## src/rtl/uart_tx.sv

```systemverilog
// -----------------------------------------------------------------------------
// uart_tx
//
// Asynchronous serial transmitter. A word accepted on the valid/ready handshake
// is sent as one frame on an idle-high line:
//   start bit (0), DATA_BITS data bits LSB first, optional parity bit,
//   STOP_BITS stop bits (1).
// Each bit is held for BIT_PERIOD clock cycles. An internal cycle counter sets
// the bit timing, so no external baud strobe is needed.
//
// Parameters:
//   BIT_PERIOD  clock cycles per serial bit (2 or more)
//   DATA_BITS   data bits per frame (5..9)
//   PARITY_EN   1 inserts a parity bit after the data bits
//   PARITY_ODD  1 selects odd parity, 0 selects even (used only when PARITY_EN=1)
//   STOP_BITS   number of stop bits (1 or 2)
//
// Ports:
//   clk         system clock; all logic uses the rising edge
//   rst         synchronous active-high reset; aborts any frame in progress
//   tx_data     word to send; sampled only on an accept
//   tx_valid    tx_data is valid
//   tx_ready    block can accept a word (high only in IDLE)
//   serial_out  serial line driven straight from a flop; idles at 1
//   tx_busy     high while a frame is in progress
//   tx_done     one-cycle pulse in the first IDLE cycle after the final stop bit
// -----------------------------------------------------------------------------
module uart_tx #(
    parameter int   BIT_PERIOD = 10,
    parameter int   DATA_BITS  = 8,
    parameter logic PARITY_EN  = 1'b0,
    parameter logic PARITY_ODD = 1'b0,
    parameter int   STOP_BITS  = 1
) (
    input  logic                 clk,
    input  logic                 rst,
    input  logic [DATA_BITS-1:0] tx_data,
    input  logic                 tx_valid,
    output logic                 tx_ready,
    output logic                 serial_out,
    output logic                 tx_busy,
    output logic                 tx_done
);

    // Counter widths. The bit index must hold DATA_BITS-1 (at most 8) and
    // STOP_BITS-1, so 4 bits are enough for every legal setting.
    localparam int CNT_W = (BIT_PERIOD > 1) ? $clog2(BIT_PERIOD) : 1;
    localparam int IDX_W = 4;

    typedef enum logic [2:0] {
        S_IDLE   = 3'd0,
        S_START  = 3'd1,
        S_DATA   = 3'd2,
        S_PARITY = 3'd3,
        S_STOP   = 3'd4
    } state_t;

    // Parity of a data word. The XOR of the bits gives even parity, and
    // inverting it gives odd parity.
    function automatic logic calc_parity(input logic [DATA_BITS-1:0] word,
                                         input logic                 odd);
        return (^word) ^ odd;
    endfunction

    state_t               state_r;
    state_t               state_s;
    logic [CNT_W-1:0]     cnt_r;
    logic [CNT_W-1:0]     cnt_s;
    logic [IDX_W-1:0]     idx_r;
    logic [IDX_W-1:0]     idx_s;
    logic [DATA_BITS-1:0] shift_r;
    logic [DATA_BITS-1:0] shift_s;
    logic                 par_r;
    logic                 par_s;
    logic                 done_s;
    logic                 line_s;
    logic                 bit_end_s;

    // Next-state, counter, shift and line-value logic for the frame sequencer.
    always_comb begin
        state_s   = state_r;
        cnt_s     = cnt_r;
        idx_s     = idx_r;
        shift_s   = shift_r;
        par_s     = par_r;
        done_s    = 1'b0;
        line_s    = 1'b1;
        bit_end_s = (cnt_r == CNT_W'(BIT_PERIOD - 1));

        case (state_r)
            S_IDLE: begin
                cnt_s = {CNT_W{1'b0}};
                idx_s = {IDX_W{1'b0}};
                if (tx_valid) begin
                    state_s = S_START;
                    shift_s = tx_data;
                    par_s   = calc_parity(tx_data, PARITY_ODD);
                end else begin
                    state_s = S_IDLE;
                end
            end

            S_START: begin
                if (bit_end_s) begin
                    cnt_s   = {CNT_W{1'b0}};
                    idx_s   = {IDX_W{1'b0}};
                    state_s = S_DATA;
                end else begin
                    cnt_s = cnt_r + CNT_W'(1);
                end
            end

            S_DATA: begin
                if (bit_end_s) begin
                    cnt_s   = {CNT_W{1'b0}};
                    // Drop the bit just sent so bit 0 always holds the
                    // current data bit.
                    shift_s = {1'b0, shift_r[DATA_BITS-1:1]};
                    if (idx_r == IDX_W'(DATA_BITS - 1)) begin
                        idx_s   = {IDX_W{1'b0}};
                        state_s = PARITY_EN ? S_PARITY : S_STOP;
                    end else begin
                        idx_s = idx_r + IDX_W'(1);
                    end
                end else begin
                    cnt_s = cnt_r + CNT_W'(1);
                end
            end

            S_PARITY: begin
                if (bit_end_s) begin
                    cnt_s   = {CNT_W{1'b0}};
                    idx_s   = {IDX_W{1'b0}};
                    state_s = S_STOP;
                end else begin
                    cnt_s = cnt_r + CNT_W'(1);
                end
            end

            S_STOP: begin
                if (bit_end_s) begin
                    cnt_s = {CNT_W{1'b0}};
                    if (idx_r == IDX_W'(STOP_BITS - 1)) begin
                        idx_s   = {IDX_W{1'b0}};
                        state_s = S_IDLE;
                        done_s  = 1'b1;
                    end else begin
                        idx_s = idx_r + IDX_W'(1);
                    end
                end else begin
                    cnt_s = cnt_r + CNT_W'(1);
                end
            end

            default: begin
                state_s = S_IDLE;
                cnt_s   = {CNT_W{1'b0}};
                idx_s   = {IDX_W{1'b0}};
            end
        endcase

        // The line level is derived from the next state, so the serial_out
        // flop shows each new bit in the same cycle that its state begins.
        // This gives the first start-bit cycle right after the accept edge.
        case (state_s)
            S_IDLE:   line_s = 1'b1;
            S_START:  line_s = 1'b0;
            S_DATA:   line_s = shift_s[0];
            S_PARITY: line_s = par_s;
            S_STOP:   line_s = 1'b1;
            default:  line_s = 1'b1;
        endcase
    end

    // Sequencer state, counters, and shift register with synchronous reset.
    always_ff @(posedge clk) begin
        if (rst) begin
            state_r <= S_IDLE;
            cnt_r   <= {CNT_W{1'b0}};
            idx_r   <= {IDX_W{1'b0}};
            shift_r <= {DATA_BITS{1'b0}};
            par_r   <= 1'b0;
        end else begin
            state_r <= state_s;
            cnt_r   <= cnt_s;
            idx_r   <= idx_s;
            shift_r <= shift_s;
            par_r   <= par_s;
        end
    end

    // Registered outputs. Each one follows the state that is being entered,
    // so it always matches state_r.
    always_ff @(posedge clk) begin
        if (rst) begin
            serial_out <= 1'b1;
            tx_ready   <= 1'b1;
            tx_busy    <= 1'b0;
            tx_done    <= 1'b0;
        end else begin
            serial_out <= line_s;
            tx_ready   <= (state_s == S_IDLE);
            tx_busy    <= (state_s != S_IDLE);
            tx_done    <= done_s;
        end
    end

endmodule
```

## config.mk

```make
export PLATFORM = sky130hd
export DESIGN_NAME = uart_tx
export DESIGN_NICKNAME = d
export VERILOG_FILES = /design/src/rtl/uart_tx.sv
export SDC_FILE = /design/constraint.sdc
export NUM_CORES = 1
export LEC_CHECK = 0
export ABC_CLOCK_PERIOD_IN_PS = 2190
export CAP_MARGIN = 15
export CORE_MARGIN = 1.5
export CORE_UTILIZATION = 40
export CTS_CLUSTER_SIZE = 30
export DETAILED_ROUTE_END_ITERATION = 8
export GPL_TIMING_DRIVEN = 0
export PLACE_DENSITY = 0.65
export SLEW_MARGIN = 20
export SYNTH_ARGS = -nofsm -noshare
export SYNTH_HDL_FRONTEND = slang
export SYNTH_SLANG_ARGS = --single-unit
```

## constraint.sdc

```tcl
create_clock -name clk -period 2.19 [get_ports clk]
set_clock_uncertainty 0.1 [all_clocks]
set_input_delay 0.438 -clock clk [delete_from_list [all_inputs] [get_ports clk]]
set_output_delay 0.438 -clock clk [all_outputs]
set_load 0.03 [all_outputs]
```

==> results.sh <==
export IMPL_outcome="complete, no violations"
export IMPL_vias=900
export IMPL_synth_seq_cells=24
export IMPL_path_clk_slew_ns=0.12
export IMPL_routedWlPerCell_um=12.1
export IMPL_arrival_ns=1.94
export IMPL_track_usage_pct=14.8
export IMPL_pwr_share_comb_pct=18.0
export IMPL_p_total_mw=0.796
export IMPL_initial_core_util_pct=43.5
export IMPL_drv_cap=0
export IMPL_p_leak_nw=0.463
export IMPL_final_min_clock_period_ns=1.85
export IMPL_vdd_drop_max_v=0.000451
export IMPL_p_seq_share_pct=58.9
export IMPL_avgSynthCellArea_um2=9.15
export IMPL_post_place_ws_ns=0.123
export IMPL_detailedPlacementHpwl_um=1590
export IMPL_cts_root_buffer="clkbuf_4"
export IMPL_cell_internal_pwr_mw=0.592
export IMPL_finalSetupViolations=0
export IMPL_power_density_nw_per_um2=602
export IMPL_viasPerCell=5.33
export IMPL_fin_crit_sh_pct=84.6
export IMPL_portBuffers=14
export IMPL_critical_path_class="reg2reg"
export IMPL_p_clk_share_pct=23.1
export IMPL_rsz0062_at_grt="false"
export IMPL_cts_made_buffers=3
export IMPL_p_sw_share_pct=25.5
export IMPL_fin_ws_ns=0.338
export IMPL_crit_path_end_kind="register"
export IMPL_min_path_cells=2
export IMPL_hold_buffers=0
export IMPL_die_y_um=55.8
export IMPL_synth_warnings=0
export IMPL_totalWireLength_um=2050
export IMPL_syn_inst=122
export IMPL_fill_cells=262
export IMPL_worst_pin_slew_ns=0.452
export IMPL_grt_pass1_wl_um=3760
export IMPL_whs_ns=0.365
export IMPL_first_pass_iters=4
export IMPL_io_pins=15
export IMPL_critPathMaxFanout=9
export IMPL_fmax_mhz=540
export IMPL_grt_pass1_vias=912
export IMPL_synth_top_area_share_pct=43.0
export IMPL_synthesis_area_um2=1120
export IMPL_die_x_um=55.8
export IMPL_tns_ns=0
export IMPL_drt_iter0_drc=18
export IMPL_route_detailed_drc=0
export IMPL_p_sw_mw=0.203
export IMPL_holdCritPathClass="reg2reg"
export IMPL_grt_overflow=0
export IMPL_rows=18
export IMPL_worstSkewPairLatency_ns=0.30
export IMPL_hold_violations=0
export IMPL_syn_num_nets=137
export IMPL_h_tree_depth=1
export IMPL_layout_area_overhead_vs_synth_pct=18.5
export IMPL_core_area_um2=2570
export IMPL_startpoint_type="register"
export IMPL_synth_cell_types=35
export IMPL_fin_nets=156
export IMPL_dieArea_um2=3120
export IMPL_r2r_cells=6
export IMPL_antennaDiodeCount=0
export IMPL_drive_gt1_share_pct=7.91
export IMPL_postRouteAntennaNets=0
export IMPL_slew_viol_final=0
export IMPL_cts_path_max_buffers=2
export IMPL_cts_sinks=24
export IMPL_ys_top_cells_by_area="dfxtp_1 43%, xnor2_1 6.3%, a22oi_1 4.7%"
export IMPL_gp_congestion=0.756
export IMPL_antenna_found_initial=0
export IMPL_synthFlopType="dfxtp_1"
export IMPL_rrSetupSlack_ns=0.34
export IMPL_worstPathRequired_ns=2.28
export IMPL_grt_max_degree=13
export IMPL_ys_seq_area_share_pct=43.0
export IMPL_cts_tree="done"
export IMPL_async_flop_share_pct=0
export IMPL_synthDominantAreaCellType="dfxtp_1"
export IMPL_synth_edf_count=0
export IMPL_slew_headroom_pct=69.9
-- placed cells by master (no fill, tap or decap), types with 2 or more instances in the layout --
cell type	count
a211oi_1	2
nor3b_2	2
inv_1	7
or3b_1	2
clkdlybuf4s50_1	14
nand3_1	2
ha_1	4
a22oi_1	7
dfxtp_1	24
nor3_2	2
a31oi_1	3
o21ai_0	3
nor2_1	11
nand2b_1	2
nand2_1	12
a21oi_1	10
clkbuf_4	3
xnor2_1	8
nand3b_1	2
-- state kept, by name, indices dropped and copies added, names as in the netlist --
| name | cells |
|---|---|
| serial_out | 1 |
| tx_ready | 1 |
| tx_busy | 1 |
| par_r | 1 |
| shift_r | 8 |
| cnt_r | 4 |
| tx_done | 1 |
| state_r | 3 |
| idx_r | 4 |
-- through the flow --
stage / util, % / instances / area (um^2)
after global placement: 50.4 / 166 / 1290
after detailed placement: 50.4 / 166 / 1290
after global routing: 51.5 / 169 / 1320
final: 51.5 / 169 / 1320
after floorplan: - / 122 / 1120
after CTS: 51.3 / 169 / 1320
-- cells in the mapped netlist (2+ instances only) --
master / number
ha_1: 4
or3b_1: 2
xnor2_1: 8
dfxtp_1: 24
nor3_2: 3
inv_1: 7
a211oi_1: 2
a22oi_1: 7
nand2b_1: 2
a31oi_1: 3
a21oi_1: 10
o21ai_0: 3
nand3_1: 2
nand2_1: 12
nor2_1: 11
nand3b_1: 2
nor3b_2: 2
-- critical path: stages (launching register included) --
cell and delay (ns):
dfxtp_1 0.40, ha_1 0.18, nand3b_1 0.23, nor3_4 0.40, o21ai_0 0.18, o21ai_1 0.14
o311ai_1 0.10
-- worst paths after layout --
check / from / end
max reg2reg: cnt_r[0]$_SDFF_PP0_ / serial_out$_SDFF_PP1_
min reg2reg: shift_r[5]$_SDFFE_PP0P_ / shift_r[5]$_SDFFE_PP0P_
min: shift_r[5]$_SDFFE_PP0P_ / shift_r[5]$_SDFFE_PP0P_
max: cnt_r[0]$_SDFF_PP0_ / serial_out$_SDFF_PP1_
-- power by group through the flow --
stage | Clock [mW] | Combinational, mW | Sequential (mW)
floorplan | 0 | 0.0803 | 0.491
global placement | 0 | 0.142 | 0.478
detailed placement | 0 | 0.144 | 0.479
CTS | 0.194 | 0.144 | 0.469
global route | 0.206 | 0.159 | 0.472
finish | 0.184 | 0.143 | 0.469
-- cell families after synthesis --
kind of cell | Yosys count | synth area share [%]
adders and majority gates | 4 | 4.48
AOI/OAI and AO/OA | 33 | 19.5
xor gates and xnor gates | 9 | 7.06
DFF | 24 | 43.0
buffers and inverters | 10 | 3.81
and+or+nand+nor | 42 | 22.1
-- metal layers --
metal / track usage [%] / vias to the layer above / part of all wire, %
met4: 5.10 / 0 / 0.59
li1: - / 470 / -
met2: 25.2 / 9 / 46
met3: 2.33 / 2 / 2.7
met5: 0 / - / 0
met1: 19.1 / 419 / 50
-- cell type report --
type / count / area [um^2] / share of cell area (%)
multi-input combinational: 88 / 599 / 45.3
sequential: 24 / 480 / 36.3
timing repair buffer: 14 / 140 / 10.6
tap: 30 / 37.5 / 2.84
inverter: 7 / 26.3 / 1.99
clock buffer: 3 / 22.5 / 1.70
buffer: 3 / 16.3 / 1.23
-- repair_timing --
| item | in CTS | in global routing |
|---|---|---|
| setup buffers | 0 | 0 |
| hold endpoints to repair | 0 | 0 |
| resized for setup | 0 | 1 |
| endpoints found under the setup margin | 0 | 1 |
Power figures use the tool's default switching activity.
